===== config.mk =====
export PLATFORM = sky130hd
export DESIGN_NAME = spi_slave_word
export DESIGN_NICKNAME = d
export VERILOG_FILES = /design/src/rtl/spi_pkg.sv /design/src/rtl/spi_edge_sync.sv /design/src/rtl/spi_slave_word.sv
export SDC_FILE = /design/constraint.sdc
export NUM_CORES = 1
export LEC_CHECK = 0
export CAP_MARGIN = 25
export CORE_MARGIN = 5
export CORE_UTILIZATION = 30
export DETAILED_ROUTE_END_ITERATION = 10
export PLACE_DENSITY = 0.63
export SLEW_MARGIN = 20
export SYNTH_ARGS = -nofsm -noshare
export SYNTH_HDL_FRONTEND = slang
export SYNTH_SLANG_ARGS = --single-unit

===== constraint.sdc =====
create_clock -name clk -period 1.5 [get_ports clk]
set_input_delay 0.375 -clock clk [delete_from_list [all_inputs] [get_ports clk]]
set_output_delay 0.375 -clock clk [all_outputs]
set_load 0.01 [all_outputs]

===== src/rtl/spi_pkg.sv =====
// Shared SPI constants: mode encodings and the slave FSM state type.
package spi_pkg;

    // SPI modes encoded as {CPOL, CPHA}
    localparam logic [1:0] MODE0 = 2'b00;
    localparam logic [1:0] MODE1 = 2'b01;
    localparam logic [1:0] MODE2 = 2'b10;
    localparam logic [1:0] MODE3 = 2'b11;

    // Slave transfer state: waiting for select, or inside a select frame
    typedef enum logic {
        ST_IDLE   = 1'b0,
        ST_ACTIVE = 1'b1
    } spi_state_e;

endpackage


===== src/rtl/spi_edge_sync.sv =====
// Multi-flop synchroniser for an asynchronous input with rise/fall detection
// on the last two synchronised samples.
module spi_edge_sync #(
    parameter int unsigned DEPTH   = 2,
    parameter logic        RST_VAL = 1'b0
) (
    input  logic clk,
    input  logic rstn,
    input  logic d,
    output logic rise_c,
    output logic fall_c
);

    logic [DEPTH-1:0] sync_q;
    logic             prev_q;

    // Shift the raw input through the chain and keep one older sample for edge detection
    always_ff @(posedge clk) begin
        if (!rstn) begin
            sync_q <= {DEPTH{RST_VAL}};
            prev_q <= RST_VAL;
        end else begin
            sync_q <= {sync_q[DEPTH-2:0], d};
            prev_q <= sync_q[DEPTH-1];
        end
    end

    assign rise_c = sync_q[DEPTH-1] & ~prev_q;
    assign fall_c = ~sync_q[DEPTH-1] & prev_q;

endmodule


===== src/rtl/spi_slave_word.sv =====
// SPI slave that receives and transmits fixed-width words, oversampling
// sck/csn/mosi with the system clock, with a one-word transmit holding buffer.
module spi_slave_word
    import spi_pkg::*;
#(
    parameter int unsigned WIDTH       = 8,
    parameter bit          CPOL        = 1'b1,
    parameter bit          CPHA        = 1'b1,
    parameter bit          LSB_FIRST   = 1'b0,
    parameter int unsigned SYNC_STAGES = 2
) (
    input  logic             clk,
    input  logic             rstn,
    input  logic             csn,
    input  logic             sck,
    input  logic             mosi,
    output logic             miso,
    output logic             miso_oe,
    input  logic [WIDTH-1:0] tx_data,
    input  logic             tx_valid,
    output logic             tx_ready,
    output logic [WIDTH-1:0] rx_data,
    output logic             rx_valid,
    output logic             tx_underrun,
    output logic             busy
);

    localparam int unsigned CNT_W = $clog2(WIDTH);
    localparam logic [CNT_W-1:0] LAST_BIT = CNT_W'(WIDTH - 1);

    spi_state_e             state;
    logic [CNT_W-1:0]       bit_cnt;
    logic [WIDTH-1:0]       rx_shift;
    logic [WIDTH-1:0]       tx_shift;
    logic [WIDTH-1:0]       hold_data;
    logic [SYNC_STAGES-1:0] mosi_sync_q;

    logic sck_rise_c, sck_fall_c, csn_rise_c, csn_fall_c;
    logic lead_c, trail_c, sample_c, shift_c;
    logic mosi_s_c, in_frame_c, entry_c, load_c, accept_c;
    logic [WIDTH-1:0] rx_next_c, tx_next_c;

    spi_edge_sync #(.DEPTH(SYNC_STAGES), .RST_VAL(CPOL)) u_sck_sync (
        .clk    (clk),
        .rstn   (rstn),
        .d      (sck),
        .rise_c (sck_rise_c),
        .fall_c (sck_fall_c)
    );

    spi_edge_sync #(.DEPTH(SYNC_STAGES), .RST_VAL(1'b1)) u_csn_sync (
        .clk    (clk),
        .rstn   (rstn),
        .d      (csn),
        .rise_c (csn_rise_c),
        .fall_c (csn_fall_c)
    );

    // Plain synchroniser for mosi, same depth as sck so data and clock stay aligned
    always_ff @(posedge clk) begin
        if (!rstn) begin
            mosi_sync_q <= '0;
        end else begin
            mosi_sync_q <= {mosi_sync_q[SYNC_STAGES-2:0], mosi};
        end
    end

    assign mosi_s_c = mosi_sync_q[SYNC_STAGES-1];

    // Leading edge leaves the idle level; sampling and shifting swap with CPHA
    assign lead_c   = CPOL ? sck_fall_c : sck_rise_c;
    assign trail_c  = CPOL ? sck_rise_c : sck_fall_c;
    assign sample_c = CPHA ? trail_c : lead_c;
    assign shift_c  = CPHA ? lead_c : trail_c;

    // A select release wins over any sck edge seen in the same clk
    assign in_frame_c = (state == ST_ACTIVE) && !csn_rise_c;
    assign entry_c    = (state == ST_IDLE) && csn_fall_c;

    // CPHA=0 must present bit 0 before the first edge, so it also loads on select
    assign load_c   = (!CPHA && entry_c) || (in_frame_c && shift_c && (bit_cnt == '0));
    assign accept_c = tx_valid && tx_ready;

    assign rx_next_c = LSB_FIRST ? {mosi_s_c, rx_shift[WIDTH-1:1]}
                                 : {rx_shift[WIDTH-2:0], mosi_s_c};
    assign tx_next_c = LSB_FIRST ? {1'b0, tx_shift[WIDTH-1:1]}
                                 : {tx_shift[WIDTH-2:0], 1'b0};

    // Frame FSM, bit counter and receive word assembly
    always_ff @(posedge clk) begin
        if (!rstn) begin
            state    <= ST_IDLE;
            bit_cnt  <= '0;
            rx_shift <= '0;
            rx_data  <= '0;
            rx_valid <= 1'b0;
        end else begin
            rx_valid <= 1'b0;
            case (state)
                ST_IDLE: begin
                    bit_cnt <= '0;
                    if (csn_fall_c) begin
                        state <= ST_ACTIVE;
                    end
                end
                ST_ACTIVE: begin
                    if (csn_rise_c) begin
                        state   <= ST_IDLE;
                        bit_cnt <= '0;
                    end else if (sample_c) begin
                        rx_shift <= rx_next_c;
                        if (bit_cnt == LAST_BIT) begin
                            bit_cnt  <= '0;
                            rx_data  <= rx_next_c;
                            rx_valid <= 1'b1;
                        end else begin
                            bit_cnt <= bit_cnt + CNT_W'(1);
                        end
                    end
                end
                default: begin
                    state   <= ST_IDLE;
                    bit_cnt <= '0;
                end
            endcase
        end
    end

    // Transmit holding buffer and output shift register
    always_ff @(posedge clk) begin
        if (!rstn) begin
            tx_shift    <= '0;
            hold_data   <= '0;
            tx_ready    <= 1'b1;
            tx_underrun <= 1'b0;
        end else begin
            tx_underrun <= 1'b0;
            if (load_c) begin
                if (!tx_ready) begin
                    tx_shift <= hold_data;
                    tx_ready <= 1'b1;
                end else begin
                    tx_shift    <= '0;
                    tx_underrun <= 1'b1;
                end
            end else if (in_frame_c && shift_c) begin
                tx_shift <= tx_next_c;
            end
            // An accept only happens with the buffer empty, so it never clobbers a load
            if (accept_c) begin
                hold_data <= tx_data;
                tx_ready  <= 1'b0;
            end
        end
    end

    assign miso    = LSB_FIRST ? tx_shift[0] : tx_shift[WIDTH-1];
    assign busy    = (state == ST_ACTIVE);
    assign miso_oe = (state == ST_ACTIVE);

endmodule


# After elaboration in Yosys (flattened, before gate mapping)
# Cells that the tools add are included.
word_totals:
  out_inout_bits: 14
  elab_cells: 55
  register_bits: 46
classes:
  bitwise_logic: 12
  add_sub_neg: 1
  mux: 14
  reduce_logical: 12
  n_eq_ne: 2
op_table:
  columns: ["operator", "n"]
  rows:
  - ["$mux 8", 3]
  - ["$mux 3", 3]
  - ["$not 1->1", 8]
  - ["$mux 1", 6]
  - ["$pmux 3 s2", 1]
  - ["$and 1x1->1", 4]
  - ["$logic_and 1x1->1", 4]
  - ["$reduce_and 4->1", 1]
  - ["$reduce_bool 2->1", 2]
  - ["$reduce_or 4->1", 1]
  - ["$add 3x1->3 const B", 1]
  - ["$eq 3x3->1 const B", 1]
  - ["$logic_not 3->1", 1]
  - ["$ne 3x1->1 const B", 1]
  - ["$reduce_and 3->1", 1]
  - ["$pmux 1 s2", 1]
  - ["$reduce_and 2->1", 1]
  - ["$logic_not 1->1", 1]

# Logic depth before layout (Yosys ltp)
# Gate-level depths: netlist of run 1.
logic_depth:
  word_depth: 8
  mapped_depth: 6
  mapped_depth_nobuf: 5

# Cells and area by module
# Synthesis of run 1 repeated with hierarchy kept, for this count alone.
unflattened:
  hier_cells: 187
  hier_area_um2: 1759.2
by_module_without_submodules:
  columns: ["mod", "area_each_um2", "n_inst", "seq_area_each_um2", "cells_per_inst"]
  rows:
  - ["spi_slave_word", 1576.5, 1, 800.8, 171]
  - ["spi_edge_sync", 91.3, 2, 60.1, 8]

# Least setup slack after synthesis of run 1
# Ideal clock, no wire load.
synth_timing:
  kind: "register to register"
  from: "register bit_cnt[0]"
  to: "register tx_shift[0]"
  t_required_ns: 1.428
  arrival_ns: 1.337
  stages_incl_launch_ff: 7
  setup_time_ns: 0.072
  path_buffers: 1
  setup_slack_ns: 0.091
  path_cell_list: "dfxtp_1 inv_1 ha_1 nand2b_1 buf_6 or4b_1 mux2i_1"
synth_between:
  elab_chain_cells: 3
  elab_cells_between_ends: 4
synth_lines:
  columns: ["item", "line", "source"]
  rows:
  - ["start: declaration", "spi_slave_word.sv:32", "logic [CNT_W-1:0] bit_cnt;"]
  - ["start signal: assignment", "spi_slave_word.sv:117", "bit_cnt <= bit_cnt + CNT_W'(1);"]
  - ["$logic_not 3->1 *", "spi_slave_word.sv:81", "assign load_c = (!CPHA && entry_c) || (in_frame_c && shift_c && (bit_cnt == '0));"]
  - ["$logic_and 1x1->1 *", "spi_slave_word.sv:81", null]
  - ["$mux 8 / $reduce_bool 2->1 (equally long branches)", null, null]
  - ["end signal: assignment", "spi_slave_word.sv:140", "tx_shift <= hold_data;"]
  - ["end signal: assignment", "spi_slave_word.sv:147", "tx_shift <= tx_next_c;"]
  - ["end: declaration", "spi_slave_word.sv:34", "logic [WIDTH-1:0] tx_shift;"]
# Mark *: on every way between the ends. The rest lies on a longest branch, timed or not.
# A chain may end at the register's enable or synchronous reset.

# Final worst setup path of run 1
# Same ends and word-level chain as after synthesis.

==> impl_metrics.json, run 1 <==
{
  "fin_area_um2": 2330,
  "vias": 1359,
  "grt_pass1_vias": 1367,
  "fin_crit_sh_pct": 88.9,
  "syn2layout_area_growth_pct": 28.9,
  "drive_above_1_share_pct": 12.7,
  "rsz0062_at_grt": "no",
  "p_total_mw": 2.50,
  "drt_wl_total_um": 3490,
  "muxShareOfSynthArea_pct": 10.5,
  "cts_made_buffers": 5,
  "grt_max_degree": 22,
  "dp_cells": 288,
  "top_layer": "met4",
  "coreArea_um2": 5890,
  "powerDensity_nw_per_um2": 1070,
  "dieArea_um2": 7690,
  "post_cts_buffers": 0,
  "synth-seq-cells": 46,
  "ys_top_cells_by_area": "dfxtp_1 51%, mux2i_1 10%, nand2_1 5.6%, and4bb_2 4.8%, a21oi_1 4.4%",
  "antenna_found_initial": 0,
  "synth_cells": 187,
  "row_count": 28,
  "antennaDiodeCount": 0,
  "gp_congestion": 0.768,
  "grt_first_pass_wirelength_um": 6020,
  "synth.top_cell.area_share_pct": 50.8,
  "drt_pass1_iterations": 4,
  "yosysSeqAreaShare_pct": 50.8,
  "crit_type": "register to register",
  "cts.htree.levels": 2,
  "synth_compound_area_share_pct": 10.2,
  "leakagePower_nw": 0.999,
  "syn_area_um2": 1810,
  "cp.required_ps": 1730,
  "clkTransAtPathRegs_ps": 90,
  "status": "complete, no violations",
  "initial_core_util_pct": 30.8,
  "worst_pin_slew_ps": 451,
  "regToRegSetupSlack_ps": 170,
  "finalSetupTns_ps": 0,
  "hp-class": "register to register",
  "final_common_cell": "dfxtp_1",
  "placed_cell_area_um2": 2210,
  "fin_crit_ps": 1330,
  "slew_headroom_pct": 69.6,
  "drtIter0Drc": 75,
  "die_h_um": 87.7,
  "ys_types": 23,
  "synth_top_cell_by_area": "dfxtp_1",
  "synthXorXnorAreaFrac_pct": 0,
  "synth-adder-area-share_pct": 2.07,
  "route.detailed.wl_per_inst_um": 11.8,
  "viasPerCell": 4.59,
  "clk_latency_ps": 300,
  "mostFrequentLayoutCells": "46 x dfxtp_1, 27 x nand2_1, 19 x mux2i_1",
  "root_buffer": "clkbuf_8",
  "wirelength_met1_um": 1560,
  "num_io_pins": 28,
  "hold_buffers": 0,
  "ys_warn_count": 0,
  "dp_hpwl_um": 2550,
  "tritoncts": "built",
  "seqCellArea_um2": 921,
  "cap_violations": 0,
  "ir_drop_mv": 0.664,
  "cp.arrival_ps": 1560,
  "critPathMaxFanout": 4,
  "setup_viol": 0,
  "route.detailed.drc": 0,
  "io_buffers": 27,
  "antenna_left": 0,
  "finalMaxSlewViolations": 0,
  "pre_cts_ws_ps": -164,
  "multi_input_area_um2": 812,
  "start_kind": "register",
  "met3WireLength_um": 142,
  "clock_sinks": 46,
  "avgSynthCellArea_um2": 9.69,
  "synth_top_family_by_area": "simple AND/OR/NAND/NOR gates",
  "grt_usage_pct": 9.99,
  "dr_wl_met2_um": 1720,
  "cts_buffer_depth": 2,
  "synth-simple-area-share_pct": 22.0,
  "fillers": 596,
  "endpoint_kind": "register",
  "layout.cells.non_filler": 296,
  "synth_fp_nets": 204,
  "grt_overflow": 0,
  "die_w_um": 87.7,
  "finalHoldViolCount": 0,
  "fmax_mhz": 750,
  "setup_ws_ps": 166,
  "final_nets": 237,
  "finalClockSkew_ps": 3.55
}
-- report_power, final --
group	leakage, nW	switching (mW)	total [mW]	internal (mW)
combinational	0.557	0.0714	0.148	0.0768
sequential	0.374	0.0115	1.26	1.24
clock	0.0683	0.423	1.09	0.667
total	0.999	0.506	2.50	1.99
-- layout make-up --
| class | instances | share of cell area (%) |
|---|---|---|
| Clock buffer | 5 | 2.95 |
| Clock inverter | 3 | 2.95 |
| Inverter | 4 | 0.643 |
| Multi-Input combinational cell | 124 | 34.8 |
| Sequential cell | 46 | 39.4 |
| Tap cell | 75 | 4.02 |
| Timing Repair Buffer | 39 | 15.2 |
-- cell usage after synthesis (all sizes together) --
library cell  number
a21oi             16
and2               2
and4bb             7
buf                6
clkbuf             7
dfxtp             46
ha                 3
inv                4
mux2i             19
nand2             27
nand2b            10
nand3             11
nand4              2
nor2               6
nor2b              4
nor3               1
o21ai              7
o311ai             8
or4b               1
-- flip-flops by register name, indices dropped and copies added, names as in the netlist --
signal and cells:
u_csn_sync.sync_q 2, u_sck_sync.sync_q 2, tx_underrun 1, u_sck_sync.prev_q 1
rx_shift 7, rx_valid 1, tx_ready 1, bit_cnt 3
rx_data 8, busy 1, u_csn_sync.prev_q 1, tx_shift 8
mosi_sync_q 2, hold_data 8
-- metal layers --
| layer | vias up | track usage (%) |
|---|---|---|
| li1 | 712 | - |
| met1 | 622 | 11.7 |
| met2 | 19 | 16.5 |
| met3 | 6 | 3.57 |
| met4 | 0 | 4.18 |
| met5 | - | 0 |
-- through the flow --
step	hold WS (ps)	utilization [%]
final	414	39.7
after global routing	446	39.7
after CTS	419	39.7
after detailed placement	398	37.6
after global placement	396	37.6
after floorplan	386	-
-- final timing paths --
| kind | cells after the start | end | from |
|---|---|---|---|
| worst min-delay path | 1 | u_csn_sync.sync_q[1] | u_csn_sync.sync_q[0] |
| worst max register to register | 5 | tx_shift[0] | bit_cnt[0] |
| worst max-delay path | 5 | tx_shift[0] | bit_cnt[0] |
| worst min register to register | 1 | u_csn_sync.sync_q[1] | u_csn_sync.sync_q[0] |
-- kinds of logic after synthesis --
| group | count (synthesis) |
|---|---|
| and+or+nand+nor | 71 |
| DFF | 46 |
| AOI/OAI and AO/OA | 31 |
| muxes | 19 |
| buffers and inverters | 17 |
| adders and majority gates | 3 |
-- critical path, stage by stage (launching register included) --
cell and delay (ps):
dfxtp_1 340, inv_1 60, ha_1 150, nand2b_1 110, or4b_1 470, mux2i_1 140
-- repair_timing --
item | in CTS | in global routing
endpoints found under the setup margin | 14 | 1
resized for setup | 14 | 0
pin swaps | 0 | 1
(Power assumes the default switching activity.)
==> run 2, diff against run 1 <==
--- a/config.mk
+++ b/config.mk
@@ -6,7 +6,6 @@
 export NUM_CORES = 1
 export LEC_CHECK = 0
 export CAP_MARGIN = 25
-export CORE_MARGIN = 5
 export CORE_UTILIZATION = 30
 export DETAILED_ROUTE_END_ITERATION = 10
 export PLACE_DENSITY = 0.63
==> run 2 against run 1 <==
First-iteration DRC count down 59%. Clock-buffer cell count rose by 1. Via count up 2.7%. Highest routed layer unchanged. Routed wire length is 2.2% higher. Largest cell class unchanged. Final cell count shrank 1.7%. Die area fell by 17%. Maximum frequency is 3.2% lower. Setup slack lost 44 ps. Combinational power is essentially flat.
==> impl_metrics.json, run 2 (synthesis gave the netlist of run 1 again) <==
{
  "coreArea_um2": 5680,
  "leakagePower_nw": 0.969,
  "setup_viol": 0,
  "dp_hpwl_um": 2450,
  "clk_latency_ps": 300,
  "fin_util_pct": 40.3,
  "post_cts_buffers": 0,
  "largestRegisters": "hold_data: 8 flops, rx_data: 8 flops, tx_shift: 8 flops",
  "cts.htree.levels": 2,
  "root_buffer": "clkbuf_8",
  "mostFrequentLayoutCells": "46 x dfxtp_1, 27 x nand2_1, 19 x mux2i_1",
  "cts_made_buffers": 5,
  "syn2layout_area_growth_pct": 26.3,
  "grt_pass1_vias": 1299,
  "drive_above_1_share_pct": 11.9,
  "gp_congestion": 0.763,
  "fmax_mhz": 726,
  "antenna_found_initial": 0,
  "critPathMaxFanout": 8,
  "powerDensity_nw_per_um2": 1010,
  "grt_first_pass_wirelength_um": 5890,
  "status": "complete, no violations",
  "clkTransAtPathRegs_ps": 80,
  "use_met1_pct": 15.5,
  "start_kind": "register",
  "final_common_cell": "dfxtp_1",
  "slew_headroom_pct": 72.3,
  "cp.required_ps": 1730,
  "grt_overflow": 0,
  "route.detailed.drc": 0,
  "cp.arrival_ps": 1600,
  "num_io_pins": 28,
  "worst_pin_slew_ps": 415,
  "finalMaxSlewViolations": 0,
  "grt_use_met3_pct": 3.54,
  "finalHoldViolCount": 0,
  "busiest_layer": "met2",
  "io_buffers": 27,
  "final_nets": 235,
  "row_count": 27,
  "antenna_left": 0,
  "antennaDiodeCount": 0,
  "grtUsageMet2_pct": 18.2,
  "tritoncts": "built",
  "fin_area_um2": 2290,
  "setup_ws_ps": 122,
  "ir_drop_mv": 0.580,
  "drtIter0Drc": 31,
  "endpoint_kind": "register",
  "finalClockSkew_ps": 5.62,
  "cap_violations": 0,
  "fin_crit_ps": 1380,
  "cts_buffer_depth": 2,
  "die_h_um": 79.7,
  "fin_crit_sh_pct": 91.9,
  "grt_max_degree": 21,
  "die_w_um": 79.7,
  "route.detailed.wl_per_inst_um": 12.2,
  "hp-class": "register to register",
  "vias": 1396,
  "dieArea_um2": 6350,
  "drt_pass1_iterations": 4,
  "pre_cts_ws_ps": -180,
  "clock_sinks": 46,
  "crit_type": "register to register",
  "rsz0062_at_grt": "no",
  "drt_wl_total_um": 3560,
  "placed_cell_area_um2": 2180,
  "grt_usage_pct": 12.0,
  "initial_core_util_pct": 31.9,
  "viasPerCell": 4.80
}
-- run 2: stage by stage --
step	total power, mW	hold slack, ps	instances	TNS [ps]
final	2.31	407	291	0
after floorplan	1.37	386	187	0
after global placement	1.44	394	283	-1090
after detailed placement	1.44	392	283	-1270
after CTS	2.34	412	291	0
after global routing	2.40	434	291	0
-- run 2: cell type report --
| type | instances | area, µm² |
|---|---|---|
| multi-input combinational | 124 | 825 |
| sequential | 46 | 921 |
| clock inverter | 2 | 37.5 |
| timing repair buffer | 37 | 328 |
| inverter | 4 | 15.0 |
| fill | 567 | 3390 |
| clock buffer | 6 | 72.6 |
| tap | 72 | 90.1 |
-- run 2: timing repair --
item                       CTS  global route
hold buffers                 0             0
gates resized for setup     14             2
setup endpoints to repair   14             1
hold endpoints to repair     0             0
pin swaps                    0             0
cloned                       0             0
-- run 2: worst paths after layout --
check	cells past startpoint	slack [ps]	endpoint	start
max	5	120	tx_shift[0]	bit_cnt[0]
min	1	410	u_sck_sync.sync_q[1]	u_sck_sync.sync_q[0]
max reg2reg	5	120	tx_shift[0]	bit_cnt[0]
min reg2reg	1	410	u_sck_sync.sync_q[1]	u_sck_sync.sync_q[0]
-- run 2: critical path, stage by stage, from the launching register on --
cell	delay [ps]
dfxtp_1	340
inv_1	100
ha_4	170
nand2b_1	100
or4b_1	470
mux2i_1	130
-- run 2: per-layer routing --
| layer | routed length [µm] | vias to the layer above |
|---|---|---|
| met5 | 0 | - |
| met4 | 38 | 0 |
| met3 | 169 | 5 |
| met2 | 1510 | 32 |
| met1 | 1850 | 640 |
| li1 | - | 719 |
-- run 2: report_power, final --
part	switching (mW)	internal, mW	leakage (nW)	total [mW]
Clock	0.406	0.497	0.0514	0.903
Combinational	0.0730	0.0757	0.544	0.149
Sequential	0.0129	1.24	0.374	1.26
Total	0.492	1.82	0.969	2.31
==> run 3, diff against run 2 <==
--- a/config.mk
+++ b/config.mk
@@ -8,7 +8,7 @@
 export CAP_MARGIN = 25
 export CORE_UTILIZATION = 30
 export DETAILED_ROUTE_END_ITERATION = 10
-export PLACE_DENSITY = 0.63
+export PLACE_DENSITY = 0.62
 export SLEW_MARGIN = 20
 export SYNTH_ARGS = -nofsm -noshare
 export SYNTH_HDL_FRONTEND = slang
==> constraint.sdc (replaced) <==
create_clock -name clk -period 1.65 [get_ports clk]
set_input_delay 0.4125 -clock clk [delete_from_list [all_inputs] [get_ports clk]]
set_output_delay 0.4125 -clock clk [all_outputs]
set_load 0.01 [all_outputs]
==> run 3 against run 2 <==
Total power down 8.7%. First-iteration DRC count grew to 4.2 times the previous value. Worst hold slack improved by 3.1 ps.
==> impl_metrics.json, run 3 (synthesis gave the netlist of run 1 again) <==
{
  "grt_use_met3_pct": 3.09,
  "cts_buffer_depth": 2,
  "fmax_mhz": 624,
  "drive_above_1_share_pct": 11.0,
  "grt_overflow": 0,
  "critPathSlowestCell": "clkdlybuf4s50_1",
  "path_cells": "clkdlybuf4s50_1",
  "holdPathStages": 1,
  "fin_area_um2": 2290,
  "gp_congestion": 0.728,
  "route.detailed.drc": 0,
  "setup_viol": 0,
  "drt_wl_total_um": 3460,
  "vias": 1362,
  "crit_type": "register to output port",
  "cp_top_family": "buffers and inverters",
  "finalClockSkew_ps": 8.99,
  "grtUsageMet2_pct": 15.8,
  "grt_usage_pct": 11.8,
  "final_nets": 234,
  "worstHoldStart": "u_csn_sync.sync_q[0]",
  "hp-class": "register to register",
  "leakagePower_nw": 0.922,
  "initial_core_util_pct": 31.9,
  "clock_sinks": 46,
  "finalMaxSlewViolations": 0,
  "powerDensity_nw_per_um2": 922,
  "fin_crit_ps": 1600,
  "antennaDiodeCount": 0,
  "clkTransAtPathRegs_ps": 90,
  "largestRegisters": "hold_data: 8 flops, rx_data: 8 flops, tx_shift: 8 flops",
  "cap_violations": 0,
  "clk_latency_ps": 300,
  "start_kind": "register",
  "fin_crit_sh_pct": 97.1,
  "num_io_pins": 28,
  "pre_cts_ws_ps": -36.3,
  "slew_headroom_pct": 72.1,
  "worst_pin_slew_ps": 418,
  "placed_cell_area_um2": 2180,
  "endpoint_kind": "output port",
  "antenna_found_initial": 0,
  "syn2layout_area_growth_pct": 26.2,
  "coreArea_um2": 5680,
  "path_buf_inv": 1,
  "mostFrequentLayoutCells": "46 x dfxtp_1, 27 x nand2_1, 25 x clkdlybuf4s50_1",
  "viasPerCell": 4.70,
  "setup_ws_ps": 48.0,
  "critPathMaxFanout": 2,
  "dieArea_um2": 6350,
  "dp_hpwl_um": 2430,
  "use_met1_pct": 17.3,
  "grt_first_pass_wirelength_um": 5730,
  "grt_max_degree": 21,
  "finalHoldViolCount": 0,
  "regToRegSetupSlack_ps": 180,
  "tritoncts": "built",
  "busiest_layer": "met1",
  "cp.required_ps": 1240,
  "cts_made_buffers": 5,
  "cts.htree.levels": 2,
  "fin_util_pct": 40.3,
  "final_common_cell": "dfxtp_1",
  "root_buffer": "clkbuf_8",
  "rsz0062_at_grt": "no",
  "grt_pass1_vias": 1193,
  "post_cts_buffers": 0,
  "fillers": 571,
  "ir_drop_mv": 0.304,
  "r2r-end": "tx_shift[0]",
  "antenna_left": 0,
  "row_count": 27,
  "hold_path_end": "u_csn_sync.sync_q[1]",
  "cpPeakStageDelay_ps": 540,
  "cp.arrival_ps": 1190,
  "worst_r2r_path_depth": 5,
  "status": "complete, no violations",
  "die_h_um": 79.7,
  "die_w_um": 79.7,
  "io_buffers": 27,
  "drt_pass1_iterations": 4,
  "drtIter0Drc": 131,
  "r2r-start": "bit_cnt[0]",
  "route.detailed.wl_per_inst_um": 11.9
}
==> run 3: worst reg2reg max path: cells and delay by family (launching register included) <==
family        cells  cell delay (ps)
buf+inv           1               60
mux               1              120
flops             1              340
fa+ha+maj         1              280
simple gates      2              600
==> run 3: worst max path at each step <==
stage / from / slack, ps / end / cells after the start
after floorplan: bit_cnt[0] / 240 / tx_shift[0] / 6
after global placement: rstn / -20 / tx_shift[3] / 4
after detailed placement: rstn / -40 / tx_shift[3] / 4
after CTS: busy / 3 / busy / 1
after global routing: tx_ready / 2 / tx_ready / 1
final: tx_ready / 50 / tx_ready / 1
==> run 3: area by class of cell <==
type	count	area (µm²)	area share, %
clock buffers	6	72.6	3.17
inverters	4	15.0	0.656
clock inverters	2	37.5	1.64
repair buffers	36	339	14.8
well taps	72	90.1	3.94
multi-input cells	124	812	35.5
flip-flops and latches	46	921	40.3
==> run 3: timing repair <==
item,CTS,global route
hold buffers,0,0
resized for setup,1,1
setup endpoints to repair,2,1
==> run 3: report_power, final <==
part / total, mW / switching, mW / leakage (nW) / internal [mW]
sequential: 1.14 / 0.0115 / 0.374 / 1.13
clock: 0.829 / 0.377 / 0.0514 / 0.452
combinational: 0.136 / 0.0658 / 0.497 / 0.0705
==> run 3: stage by stage <==
step	TNS [ps]	power, mW	hold WS (ps)	std cells
2_1_floorplan	0	1.24	386	187
3_3_place_gp	-127	1.31	394	282
3_5_place_dp	-143	1.31	402	282
4_1_cts	0	2.13	419	290
5_1_grt	0	2.20	429	290
6_report	0	2.11	410	290
==> run 3: per-layer routing <==
metal  share of wire (%)  wire [µm]
met1                  53       1830
met5                   0          0
met2                  41       1430
met4                 1.5         53
met3                 4.1        143
